`src/rtl/mac.sv`:
```
// Unsigned multiply-accumulate element: out accumulates opa*opb every clock.
// Optional build macro: MAC_SATURATE_EN (clamp to all-ones on overflow instead of wrapping).
module mac #(
    parameter int unsigned A_W   = 8,
    parameter int unsigned B_W   = 8,
    parameter int unsigned ACC_W = 16
) (
    output logic [ACC_W-1:0] out,
    input  logic [A_W-1:0]   opa,
    input  logic [B_W-1:0]   opb,
    input  logic             clk,
    input  logic             clr,
    input  logic             rst_n,
    output logic             ovf
);

    localparam int unsigned P_W = A_W + B_W;
    localparam int unsigned S_W = ACC_W + 1;

    // The accumulator must hold at least one full-width product.
    if (ACC_W < P_W) begin : g_bad_acc_w
        $error("mac: ACC_W must be >= A_W+B_W");
    end

    logic [P_W-1:0] prod_c;
    logic [S_W-1:0] sum_c;

    // Full-width product, then one carry bit of headroom above the accumulator.
    always_comb begin
        prod_c = P_W'(opa) * P_W'(opb);
        sum_c  = S_W'(out) + S_W'(prod_c);
    end

    // Accumulator and sticky overflow; clear takes priority over accumulation.
    always_ff @(posedge clk or negedge rst_n) begin
        if (!rst_n) begin
            out <= '0;
            ovf <= 1'b0;
        end else if (clr) begin
            out <= '0;
            ovf <= 1'b0;
        end else begin
`ifdef MAC_SATURATE_EN
            if (sum_c[ACC_W]) begin
                out <= '1;
            end else begin
                out <= sum_c[ACC_W-1:0];
            end
`else
            out <= sum_c[ACC_W-1:0];
`endif
            ovf <= ovf | sum_c[ACC_W];
        end
    end

endmodule

```
`config.mk`:
```
export PLATFORM = sky130hd
export DESIGN_NAME = mac
export DESIGN_NICKNAME = d
export VERILOG_FILES = /design/src/rtl/mac.sv
export SDC_FILE = /design/constraint.sdc
export NUM_CORES = 1
export LEC_CHECK = 0
export BUFFER_PORTS_ARGS = -buffer_cell sky130_fd_sc_hd__buf_2
export CAP_MARGIN = 20
export CORE_UTILIZATION = 55
export CTS_BUF_LIST = sky130_fd_sc_hd__clkbuf_8 sky130_fd_sc_hd__clkbuf_16
export DETAILED_ROUTE_END_ITERATION = 10
export HOLD_SLACK_MARGIN = 0.06
export PLACE_DENSITY = 0.77
export SYNTH_ARGS = -nofsm -noshare
export SYNTH_HDL_FRONTEND = slang
export SYNTH_SLANG_ARGS = --single-unit
```
`constraint.sdc`:
```
create_clock -name clk -period 4.3 [get_ports clk]
set_clock_uncertainty 0.15 [all_clocks]
set_input_delay 0.86 -clock clk [delete_from_list [all_inputs] [get_ports clk]]
set_output_delay 0.86 -clock clk [all_outputs]
set_load 0.03 [all_outputs]
```
==> impl_metrics.yaml <==
grt:
  grt_pass1_vias: 2854
  track_usage_pct: 27.6
  grt_pass1_wl_um: 13000
  overflow: 0
  grt_start_max_net_pins: 21
  antenna_found_initial: 0
placement:
  io_buffers: 35
  preCtsSetupSlack_ns: -0.615
  dp.cells: 487
  gp_congestion: 0.841
  dp_hpwl_um: 5780
route:
  vias: 2554
  ant_nets: 0
  drc: 0
  drt_iter0_drc: 103
  dr.pass1.iters: 4
  drt-wirelength-per-cell_um: 15.6
  viasPerCell: 5.13
  drt_wl_total_um: 7780
worst_setup_path:
  cp_max_fo: 7
  crit_arrival_ns: 4.61
  r2r_end: "out[10]$_DFF_PN0_"
  startpoint_type: "primary input"
  setup.worst_path.start: "opa[5]"
  critPathKind: "in -> reg"
  rrSetupSlack_ns: 0.14
  critPathCaptureType: "flop"
  reg2regPathDepth: 15
  rr_startpoint: "out[7]$_DFF_PN0_"
  required_ns: 4.32
clock_network:
  cts_tree: "done"
  clock_latency_ns: 0.25
  cts_made_buffers: 3
  root_buffer: "clkbuf_8"
  clock_sinks: 17
  cts.clk_slew.worst_paths_ns: 0.07
  cts-htree-levels: 1
  cts_buffer_depth: 2
  holdBufCountCts: 0
timing:
  final_hold_viol_count: 0
  worst_slack_ns: -0.290
  setup_viol: 9
  fin_tns_setup_ns: -1.78
  rsz0062_at_grt: "true"
  slew_viol_final: 0
  finalCritPeriodShare_pct: 107
  timing.fmax_mhz: 218
  finalCriticalPeriod_ns: 4.59
  max_slew.worst_pin.slew_ns: 0.404
  worst_slew_margin_rel_pct: 73.1
logic_synthesis:
  ys_warn_count: 0
  avgSynthCellArea_um2: 8.88
  syn_area_mm2: 0.00309
  netlist_instances: 348
  synth_cell_types: 35
  synth_seq_cells: 17
  synth_nets: 454
  yosysSeqAreaShare_pct: 13.8
run_status:
  status: "finished, violations left"
  violations: "negative setup slack"
finish:
  antenna_cells: 0
  layout-drive-gt1-share_pct: 33.2
  areaGrowthSynthToFinish_pct: 33.3
  layout.nets: 535
  final_cells: 498
hold_path:
  hold_class: "in -> async"
floorplan:
  rows: 26
  start_util_pct: 58.6
  core_mm2: 0.00527
  io_pins: 36
  die-width_um: 77.0
  die_height_um: 77.0
  dieArea_mm2: 0.00592
job:
  cap_viol_max_count: 0
## flip-flops by register name, indices dropped and copies added (netlist names)
signal,count
out,16
ovf,1
## critical path: stages
cell,delay (ns)
buf_6,0.11
nand2_2,0.07
fa_1,0.50
fa_1,0.51
inv_2,0.04
fa_1,0.55
inv_2,0.05
fa_1,0.51
inv_2,0.05
ha_4,0.22
a21o_1,0.20
a31o_2,0.26
buf_4,0.14
o211ai_1,0.22
nand3_1,0.13
a21oi_1,0.19
## worst max-delay path by stage
stage          slack [ns]  cells after the start           endpoint
3_3_place_gp        -0.55                     15      ovf$_DFF_PN0_
3_5_place_dp        -0.61                     15      ovf$_DFF_PN0_
6_report            -0.29                     16  out[10]$_DFF_PN0_
5_1_grt             -0.44                     16  out[10]$_DFF_PN0_
4_1_cts             -0.20                     15  out[15]$_DFF_PN0_
2_1_floorplan       -0.30                     14  out[15]$_DFF_PN0_
## layout by cell type (no fill, tap or decap), drive strengths merged, types with 3 or more instances in the layout
cell / count
a21o: 5
a21oi: 9
and2: 35
buf: 79
clkbuf: 4
dfrtp: 17
fa: 51
ha: 36
inv: 100
nand2: 35
nand3: 4
nor2: 10
nor2b: 7
nor3: 7
o21ai: 3
xnor2: 3
xor2: 4
## cells by family after synthesis
kind of cell / Yosys count / synth area share, %
AO/OA/AOI/OAI: 27 / 6.15
XOR/XNOR: 7 / 1.98
adder cells (fa/ha/maj): 87 / 47.6
buffers and inverters: 103 / 12.6
flip-flops: 17 / 13.8
multiplexers: 1 / 0.364
AND/OR/NAND/NOR: 106 / 17.6
## synth_stat cells (all sizes together)
cell type	number	area share, %
o21ai	3	0.49
o211a	1	0.32
o21bai	1	0.24
or3	1	0.20
a221oi	1	0.49
buf	1	0.16
clkbuf	3	0.36
a31oi	1	0.20
fa	51	33
o221ai	1	0.28
nand2	35	4.3
a211oi	1	0.40
o21a	1	0.24
and2	35	7.1
xor2	4	1.1
a21o	5	1.2
mux2	1	0.36
and4	1	0.28
nor3	7	1.1
a21oi	9	1.5
o2111ai	1	0.28
nand3	4	0.65
dfrtp	17	14
nor2	10	1.2
inv	99	12
nor2b	7	1.4
ha	36	15
and3	2	0.40
nand4	2	0.40
o211ai	1	0.24
a31o	1	0.28
and4b	1	0.32
nor4	1	0.20
xnor2	3	0.85
## timing repair
action,CTS,global route
endpoints found under the hold margin,0,0
resized for setup,51,28
buffers inserted,5,2
endpoints found under the setup margin,9,9
pin swaps,20,13
## final cells by class
class                   instances  area, um^2
well taps                      70        87.6
multi-input cells             228        2580
inverters                      99         372
fillers                       350        1150
repair buffers                 80         611
clock inverters                 1        3.75
clock buffers                   3        41.3
flip-flops and latches         17         425
## through the flow
stage | cell area [um^2] | hold slack [ns] | util (%)
finish | 4120 | 0.374 | 78.2
global route | 4120 | 0.405 | 78.2
CTS | 3980 | 0.387 | 75.6
detailed placement | 3720 | 0.492 | 70.7
global placement | 3720 | 0.453 | 70.7
floorplan | 3210 | 0.414 | -
## per-layer routing
layer	wire [um]	track usage [%]	vias to the layer above
li1	-	-	1204
met1	3280	36.6	1280
met2	4180	48.8	56
met3	178	1.43	14
met4	136	7.88	0
met5	0	0	-
Power is not shown: default switching activity piles up to over one toggle a cycle in this logic, so the estimate is an artifact.
